File: src/rtl/byte_word_packer_rx_if.sv
// Byte-in / word-out signal bundle for byte_word_packer_rx.
// master drives the byte stream and ready; slave is the packer.
interface byte_word_packer_rx_if;
    logic [7:0]  data_in;
    logic        valid_in;
    logic        active;
    logic        ready_in;
    logic [31:0] data_out;
    logic [3:0]  byte_en;
    logic        valid_out;
    logic        overflow;
    logic        busy;

    modport master (
        output data_in, valid_in, active, ready_in,
        input  data_out, byte_en, valid_out, overflow, busy
    );

    modport slave (
        input  data_in, valid_in, active, ready_in,
        output data_out, byte_en, valid_out, overflow, busy
    );
endinterface

File: src/rtl/byte_word_packer_rx.sv
// Packs 4 valid bytes MSB-first into 32-bit words and buffers them for a valid/ready consumer.
// Optional macro BYTE_PACKER_PARTIAL_FLUSH_EN pushes a partial word when active drops.
//
// state    | meaning
// ---------+--------------------------------------------------
// INACTIVE | receiver not aligned; bytes ignored, count is 0
// ACTIVE   | packing bytes into the word buffer
module byte_word_packer_rx #(
    parameter int FIFO_DEPTH = 2
) (
    input logic                  clk_4f,
    input logic                  reset,
    byte_word_packer_rx_if.slave bus
);
    localparam int AW = (FIFO_DEPTH > 1) ? $clog2(FIFO_DEPTH) : 1;
    localparam int OW = AW + 1;

    typedef enum logic {INACTIVE = 1'b0, ACTIVE = 1'b1} state_t;

    state_t        state_q, state_d;
    logic [1:0]    count_q, count_d;
    logic [31:0]   word_q, word_d;
    logic          push;
    logic [31:0]   push_word;
    logic [3:0]    push_be;

    logic [31:0]   mem_data [FIFO_DEPTH];
    logic [3:0]    mem_be   [FIFO_DEPTH];
    logic [AW-1:0] wr_ptr, rd_ptr;
    logic [OW-1:0] occ;
    logic          overflow_q;
    logic          empty, full, pop, do_push;

    always_ff @(posedge clk_4f) begin
        if (reset) begin
            state_q <= INACTIVE;
            count_q <= '0;
            word_q  <= '0;
        end else begin
            state_q <= state_d;
            count_q <= count_d;
            word_q  <= word_d;
        end
    end

    // A byte is taken whenever active is high, including the INACTIVE->ACTIVE cycle.
    always_comb begin
        state_d   = state_q;
        count_d   = count_q;
        word_d    = word_q;
        push      = 1'b0;
        push_word = word_q;
        push_be   = 4'b1111;

        case (state_q)
            INACTIVE: if (bus.active)  state_d = ACTIVE;
            ACTIVE:   if (!bus.active) state_d = INACTIVE;
            default:  state_d = INACTIVE;
        endcase

        if (bus.active && bus.valid_in) begin
            word_d[8*(3 - int'(count_q)) +: 8] = bus.data_in;
            count_d = count_q + 2'd1;
            if (count_q == 2'd3) begin
                push      = 1'b1;
                push_word = word_d;
                word_d    = '0;
            end
        end else if (state_q == ACTIVE && !bus.active) begin
            count_d = '0;
            word_d  = '0;
`ifdef BYTE_PACKER_PARTIAL_FLUSH_EN
            if (count_q != 2'd0) begin
                push      = 1'b1;
                push_word = word_q;
                push_be   = ~(4'b1111 >> count_q);
            end
`endif
        end
    end

    assign empty   = (occ == '0);
    assign full    = (occ == OW'(FIFO_DEPTH));
    assign pop     = !empty && bus.ready_in;
    // A full buffer still accepts a push when the head leaves on the same edge.
    assign do_push = push && (!full || pop);

    always_ff @(posedge clk_4f) begin
        if (reset) begin
            for (int i = 0; i < FIFO_DEPTH; i++) begin
                mem_data[i] <= '0;
                mem_be[i]   <= '0;
            end
            wr_ptr     <= '0;
            rd_ptr     <= '0;
            occ        <= '0;
            overflow_q <= 1'b0;
        end else begin
            if (do_push) begin
                mem_data[wr_ptr] <= push_word;
                mem_be[wr_ptr]   <= push_be;
                wr_ptr           <= wr_ptr + AW'(1);
            end
            if (pop) begin
                rd_ptr <= rd_ptr + AW'(1);
            end
            if (do_push && !pop) begin
                occ <= occ + OW'(1);
            end else if (!do_push && pop) begin
                occ <= occ - OW'(1);
            end
            if (push && !do_push) begin
                overflow_q <= 1'b1;
            end
        end
    end

    assign bus.valid_out = !empty;
    assign bus.data_out  = empty ? 32'h0 : mem_data[rd_ptr];
    assign bus.byte_en   = empty ? 4'h0  : mem_be[rd_ptr];
    assign bus.overflow  = overflow_q;
    assign bus.busy      = (count_q != 2'd0);
endmodule

File: src/flat_wrapper.sv
// flat-port wrapper written by rule: the top's interface ports become plain ports
module byte_word_packer_rx_flat 
#(
    parameter int FIFO_DEPTH = 2
)
  (clk_4f, reset, bus_data_in, bus_valid_in, bus_active, bus_ready_in, bus_data_out, bus_byte_en, bus_valid_out, bus_overflow, bus_busy);
  byte_word_packer_rx_if bus_i ();
  input logic clk_4f;
  input logic reset;
  input wire logic [$bits(bus_i.data_in)-1:0] bus_data_in;
  input wire logic [$bits(bus_i.valid_in)-1:0] bus_valid_in;
  input wire logic [$bits(bus_i.active)-1:0] bus_active;
  input wire logic [$bits(bus_i.ready_in)-1:0] bus_ready_in;
  output wire logic [$bits(bus_i.data_out)-1:0] bus_data_out;
  output wire logic [$bits(bus_i.byte_en)-1:0] bus_byte_en;
  output wire logic [$bits(bus_i.valid_out)-1:0] bus_valid_out;
  output wire logic [$bits(bus_i.overflow)-1:0] bus_overflow;
  output wire logic [$bits(bus_i.busy)-1:0] bus_busy;
  assign bus_i.data_in = bus_data_in;
  assign bus_i.valid_in = bus_valid_in;
  assign bus_i.active = bus_active;
  assign bus_i.ready_in = bus_ready_in;
  assign bus_data_out = bus_i.data_out;
  assign bus_byte_en = bus_i.byte_en;
  assign bus_valid_out = bus_i.valid_out;
  assign bus_overflow = bus_i.overflow;
  assign bus_busy = bus_i.busy;
  byte_word_packer_rx #(.FIFO_DEPTH(FIFO_DEPTH)) u_core (.clk_4f(clk_4f), .reset(reset), .bus(bus_i));
endmodule
File: config.mk
export PLATFORM = sky130hd
export DESIGN_NAME = byte_word_packer_rx_flat
export DESIGN_NICKNAME = d
export VERILOG_FILES = /design/src/rtl/byte_word_packer_rx_if.sv /design/src/rtl/byte_word_packer_rx.sv /design/src/flat_wrapper.sv
export SDC_FILE = /design/constraint.sdc
export NUM_CORES = 1
export LEC_CHECK = 0
export CAP_MARGIN = 20
export CORE_AREA = 2 2 84 119
export DETAILED_ROUTE_END_ITERATION = 12
export DIE_AREA = 0 0 86 121
export HOLD_SLACK_MARGIN = 0.06
export PLACE_DENSITY = 0.72
export SLEW_MARGIN = 20
export SYNTH_ARGS = -nofsm -noshare
export SYNTH_HDL_FRONTEND = slang
export SYNTH_SLANG_ARGS = --single-unit
File: constraint.sdc
create_clock -name clk_4f -period 5.6 [get_ports clk_4f]
set_input_delay 1.12 -clock clk_4f [delete_from_list [all_inputs] [get_ports clk_4f]]
set_output_delay 1.12 -clock clk_4f [all_outputs]
set_load 0.03 [all_outputs]
Word level (Yosys, flattened, before mapping)
Memories as Yosys holds them, arrays and structs flattened. A register that Yosys moved wholly into a read port is not among the register bits.
Cells that the tools add are included.
{"block": "classes", "add_sub_neg": 7, "n_mul": 0, "n_div": 0, "magnitude_cmp": 0, "eq_ne": 2, "shift": 2, "mux": 30, "bitwise_logic": 0, "n_reduce_logical": 19}
{"cell": "$mux 32", "count": 7}
{"cell": "$neg 32->33", "count": 1}
{"cell": "$shift 8x33->32 const A", "count": 1}
{"cell": "$shiftx 8x33->32", "count": 1}
{"cell": "$bwmux 32", "count": 1}
{"cell": "$reduce_or 32->1", "count": 1}
{"cell": "$mux 1", "count": 16}
{"cell": "$mux 2", "count": 4}
{"cell": "$mux 4", "count": 2}
{"cell": "$logic_and 1x1->1", "count": 7}
{"cell": "$reduce_bool 2->1", "count": 3}
{"cell": "$logic_not 1->1", "count": 5}
{"cell": "$add 2x1->2 const B", "count": 2}
{"cell": "$eq 2x2->1 const B", "count": 2}
{"cell": "$reduce_or 4->1", "count": 1}
{"cell": "$sub 2x2->3 const A", "count": 1}
{"cell": "$add 1x1->1 const B", "count": 2}
{"cell": "$logic_not 2->1", "count": 1}
{"cell": "$sub 2x1->2 const B", "count": 1}
{"cell": "$logic_or 1x1->1", "count": 1}
{"block": "word_totals", "reg_bits": 40, "latch_bits": 0, "ram_bits": 72, "romBits": 0, "output_inout_bits": 39, "wordCells": 69, "mem_count": 2}
{"name": "u_core.mem_data", "words": 2, "width": 32, "read_ports": 1, "rd_clocked_by_memory_dff": 1, "write_ports": 2, "line": "byte_word_packer_rx.sv:27", "rtl": "logic [31:0] mem_data [FIFO_DEPTH];"}
{"name": "u_core.mem_be", "words": 2, "width": 4, "read_ports": 1, "rd_clocked_by_memory_dff": 1, "write_ports": 2, "line": "byte_word_packer_rx.sv:28", "rtl": "logic [3:0] mem_be [FIFO_DEPTH];"}

Logic depth before layout (Yosys ltp)
{"block": "logic_depth", "ltp_word": 10, "ltp_mapped": 8, "depth_no_buf": 7}

Worst setup path before layout
No wires, ideal clock.
{"block": "synth_path", "path_kind": "input to register", "startpoint": "in bus_valid_in", "endpoint": "mem u_core.mem_data[0][0] (enable)", "setup_time_ns": 0.470, "arrival_time_ns": 3.860, "t_required_ns": 5.130, "slack_ns": 1.270, "path_stages": 3, "n_path_buf": 1, "cell_sequence": "buf_2 > nand3_1 > o31ai_1"}
{"element": "start: declaration", "line": "flat_wrapper.sv:11", "rtl": "input wire logic [$bits(bus_i.valid_in)-1:0] bus_valid_in;"}
{"element": "end: declaration", "line": "byte_word_packer_rx.sv:27"}

==> report_table.html <==
<table>
<tr><th>Metric</th><th>Value</th></tr>
<tr><th colspan="2">Clock network</th></tr>
<tr><td>TritonCTS buffer count</td><td>9</td></tr>
<tr><td>Clock tree from TritonCTS</td><td>built</td></tr>
<tr><td>Cell at the root of the clock tree</td><td>clkbuf_16</td></tr>
<tr><td>Number of resized instances in the post-cts repair step</td><td>0</td></tr>
<tr><td># hold bufs at CTS</td><td>0</td></tr>
<tr><td>Number of H-tree levels</td><td>3</td></tr>
<tr><td>Clock latency at the later pin of the worst-skew pair</td><td>0.33 ns</td></tr>
<tr><td>Clock-pin slew reported for the worst setup and hold paths after clock tree synthesis</td><td>0.06 ns</td></tr>
<tr><td>Number of sinks handled by clock tree synthesis</td><td>107</td></tr>
<tr><td>Buffers from clock root to sink, at most</td><td>2</td></tr>
<tr><td>Number of post-CTS setup repair buffers</td><td>0</td></tr>
<tr><th colspan="2">Finish</th></tr>
<tr><td>Final net count</td><td>472</td></tr>
<tr><td>Filler cell count in the final layout</td><td>775</td></tr>
<tr><td>Area grow syn2layout</td><td>17.9%</td></tr>
<tr><td>Number of antenna diodes</td><td>0</td></tr>
<tr><td>Share of layout cells above drive strength 1</td><td>0.0546</td></tr>
<tr><td>Final cell count without fillers</td><td>568</td></tr>
<tr><th colspan="2">STA</th></tr>
<tr><td>Total negative setup slack</td><td>0 ns</td></tr>
<tr><td>Time the worst path needs with I/O delays and setup</td><td>3.47 ns</td></tr>
<tr><td>RSZ-0062 raised after global routing</td><td>false</td></tr>
<tr><td>Maximum operating frequency</td><td>288 MHz</td></tr>
<tr><td>Final-report hold violation count</td><td>0</td></tr>
<tr><td>Relative max-transition margin</td><td>0.465</td></tr>
<tr><td>Slew at the pin closest to its max-slew limit</td><td>0.800 ns</td></tr>
<tr><td>Worst hold margin</td><td>0.431 ns</td></tr>
<tr><td>Layout Skew</td><td>0.00528 ns</td></tr>
<tr><td>Number of setup violations in the final report</td><td>0</td></tr>
<tr><td>Final Max Tran Viols</td><td>0</td></tr>
<tr><td>Post-route fraction of the period consumed by the critical path</td><td>0.620</td></tr>
<tr><th colspan="2">Die</th></tr>
<tr><td>Ports placed on the boundary</td><td>52</td></tr>
<tr><td>Core Box Area</td><td>9300 um^2</td></tr>
<tr><td>Starting utilization of the core area</td><td>0.493</td></tr>
<tr><td>DIE AREA</td><td>10400 um^2</td></tr>
<tr><td>Row cnt</td><td>42</td></tr>
<tr><td>Die height</td><td>121 um</td></tr>
<tr><td>Width of the die</td><td>86 um</td></tr>
<tr><th colspan="2">Placed design</th></tr>
<tr><td>Gpl congestion</td><td>0.871</td></tr>
<tr><td>Hpwl dp</td><td>5920 um</td></tr>
<tr><td>Port Buffers</td><td>51</td></tr>
<tr><td>Placed cells</td><td>552</td></tr>
<tr><th colspan="2">Yosys</th></tr>
<tr><td>Fraction of synthesized cell area taken by the top area cell type</td><td>0.419</td></tr>
<tr><td>Synthesized cell area</td><td>4590 um^2</td></tr>
<tr><td>EDFF count, synth</td><td>64</td></tr>
<tr><td>Number of flip-flops and latches in the synthesized netlist</td><td>107</td></tr>
<tr><td>Number of nets produced by synthesis</td><td>432</td></tr>
<tr><td>Most used DFF post-synth</td><td>edfxtp_1</td></tr>
<tr><td>Count of synthesis-stage warnings from yosys</td><td>0</td></tr>
<tr><td>Proportion of register bits with asynchronous set or reset after synthesis</td><td>0</td></tr>
<tr><td>Synthesized instance count</td><td>413</td></tr>
<tr><td>Part of the Yosys area used for sequential elements</td><td>0.607</td></tr>
<tr><td>Synth cell types</td><td>38</td></tr>
<tr><td>Syn avg cell area</td><td>11.1 um^2</td></tr>
<tr><td>Post-synth top area cell</td><td>edfxtp_1</td></tr>
<tr><td>Top area cells in the synthesized netlist</td><td>edfxtp_1, dfxtp_1, nor2_1</td></tr>
<tr><th colspan="2">Setup path</th></tr>
<tr><td>Arr. time, crit path</td><td>2.35 ns</td></tr>
<tr><td>Critical Path Sink Type</td><td>output pin</td></tr>
<tr><td>Worst Path Required</td><td>4.48 ns</td></tr>
<tr><td>Max FO, Critical Path</td><td>21</td></tr>
<tr><td>CP Launch Type</td><td>flop</td></tr>
<tr><td>Crit Path Category</td><td>reg -&gt; out</td></tr>
<tr><td>R2r startpoint</td><td>u_core.count_q[0]</td></tr>
<tr><td>Worst Reg-to-Reg Cells</td><td>5</td></tr>
<tr><td>Register-to-register setup slack</td><td>3.00 ns</td></tr>
<tr><td>Endpoint of the worst register-to-register path</td><td>u_core.mem_data[1][13]</td></tr>
<tr><th colspan="2">Global route</th></tr>
<tr><td>GR Overflow Total</td><td>0</td></tr>
<tr><td>Antenna violations before repair</td><td>0</td></tr>
<tr><td>First-pass GRT wire length</td><td>14000 um</td></tr>
<tr><td>Via count of the first global-routing pass</td><td>2895</td></tr>
<tr><td>Overall track demand over capacity in global routing</td><td>0.172</td></tr>
<tr><td>Largest net degree at the start of global routing</td><td>35</td></tr>
<tr><th colspan="2">Pwr</th></tr>
<tr><td>Total power</td><td>1600 uW</td></tr>
<tr><td>Power per cell area</td><td>295 nW/um^2</td></tr>
<tr><td>Standby leakage power</td><td>0.00178 uW</td></tr>
<tr><td>VDD IR-drop max</td><td>0.186 mV</td></tr>
<tr><th colspan="2">Flow run</th></tr>
<tr><td>MaxCap Viol Count</td><td>0</td></tr>
<tr><th colspan="2">Route</th></tr>
<tr><td>Final routed DRC violation total</td><td>0</td></tr>
<tr><td>Remaining antenna violation count</td><td>0</td></tr>
<tr><td>Average vias per placed instance</td><td>5.35</td></tr>
<tr><td>Routed wire length per instance</td><td>15.3 um</td></tr>
<tr><td>DR iter-0 viols</td><td>212</td></tr>
<tr><td>Drt first pass iters</td><td>4</td></tr>
<tr><td>DRT Wirelength</td><td>8690 um</td></tr>
<tr><td>Vias after detailed routing</td><td>3040</td></tr>
<tr><th colspan="2">Hold path</th></tr>
<tr><td>Worst hold path cell count</td><td>2</td></tr>
<tr><td>Hold_sp</td><td>u_core.word_q[6]</td></tr>
<tr><td>Worst Hold Path EP</td><td>u_core.word_q[6]</td></tr>
<tr><td>Path class of the lowest-slack min-delay path</td><td>reg -&gt; reg</td></tr>
<tr><th colspan="2">Status</th></tr>
<tr><td>Outcome</td><td>finished clean</td></tr>
</table>
-- cells in the final DEF, fill, tap and decap left out, types with 3 or more instances in the layout --
| cell type | n |
|---|---|
| nand3_1 | 6 |
| nor2_1 | 114 |
| o211a_1 | 3 |
| a32oi_1 | 8 |
| nand2_1 | 34 |
| a21oi_1 | 5 |
| edfxtp_1 | 64 |
| clkbuf_16 | 9 |
| o21ai_0 | 5 |
| mux2i_1 | 33 |
| clkdlybuf4s50_1 | 51 |
| xor2_1 | 3 |
| dfxtp_1 | 42 |
| a22o_1 | 23 |
| nand4_1 | 4 |
| inv_1 | 7 |
| ha_1 | 6 |
| buf_4 | 5 |
| nor2b_1 | 10 |
-- cell usage after synthesis, types with 2 or more instances --
| library cell | instances |
|---|---|
| buf_6 | 2 |
| ha_1 | 6 |
| o211a_1 | 3 |
| nand4_1 | 4 |
| xor2_1 | 3 |
| o21ai_0 | 5 |
| edfxtp_1 | 64 |
| nand3_1 | 6 |
| nor2b_1 | 10 |
| a32oi_1 | 8 |
| nor4_4 | 2 |
| inv_1 | 7 |
| clkbuf_1 | 7 |
| buf_4 | 3 |
| dfxtp_1 | 43 |
| a21oi_1 | 5 |
| nor2_1 | 115 |
| nand2_1 | 34 |
| mux2i_1 | 33 |
| a22o_1 | 23 |
| buf_2 | 13 |
-- final cells by class --
| cell class | count | area (um^2) | area share |
|---|---|---|---|
| well taps | 110 | 138 | 0.0255 |
| inverters | 7 | 26.3 | 0.00486 |
| flip-flops and latches | 107 | 2780 | 0.515 |
| clock inverters | 5 | 28.8 | 0.00532 |
| clock buffers | 11 | 233 | 0.0430 |
| multi-input cells | 272 | 1650 | 0.305 |
| repair buffers | 56 | 548 | 0.101 |
-- metal layers --
metal,track usage,vias up,part of all wire
met1,0.210,1414,0.42
met5,0,-,0
met3,0.0327,13,0.044
met2,0.294,88,0.52
li1,-,1525,-
met4,0.0744,0,0.020
-- registers in the layout, indices dropped and copies added (netlist names), named ones only --
signal               cells
u_core.mem_data         64
u_core.word_q           32
u_core.count_q           2
u_core.mem_be            2
u_core.occ               2
u_core.bus.overflow      1
u_core.rd_ptr            1
u_core.state_q           1
u_core.wr_ptr            1
-- cell families after synthesis --
logic type	share of synthesized area
AOI/OAI and AO/OA	0.0816
xor gates and xnor gates	0.00573
adders and majority gates	0.0164
buffers and inverters	0.0374
DFF	0.607
muxes	0.0720
and+or+nand+nor	0.180
-- metrics by stage --
| stage | utilization | setup slack, ns | cell area [um^2] |
|---|---|---|---|
| floorplan | - | 1.27 | 4590 |
| global placement | 0.553 | 2.04 | 5140 |
| detailed placement | 0.553 | 1.94 | 5140 |
| CTS | 0.581 | 2.08 | 5410 |
| global route | 0.581 | 2.03 | 5410 |
| finish | 0.581 | 2.13 | 5410 |
-- power breakdown --
part	internal, uW	switching [uW]	total (uW)
registers	853	13.2	866
logic	66.7	104	171
clock network	300	259	559
-- worst max-delay path: stages, from the launching register on --
cell and delay, ns:
dfxtp_2 0.59, buf_4 0.43, mux2i_1 0.17, nor2_1 0.12, clkdlybuf4s50_1 0.69
-- worst max-delay path by stage --
stage	from	to	slack (ns)	depth (start not counted)
3_3_place_gp	bus_active	u_core.mem_data[1][13]	2.04	5
5_1_grt	flop	bus_data_out[4]	2.03	4
4_1_cts	flop	bus_data_out[4]	2.08	4
6_report	flop	bus_data_out[4]	2.13	4
2_1_floorplan	bus_valid_in	u_core.mem_data[0][0]	1.27	3
3_5_place_dp	reset	u_core.mem_data[0][30]	1.94	3
No activity file was read; power rests on OpenSTA's default activity.
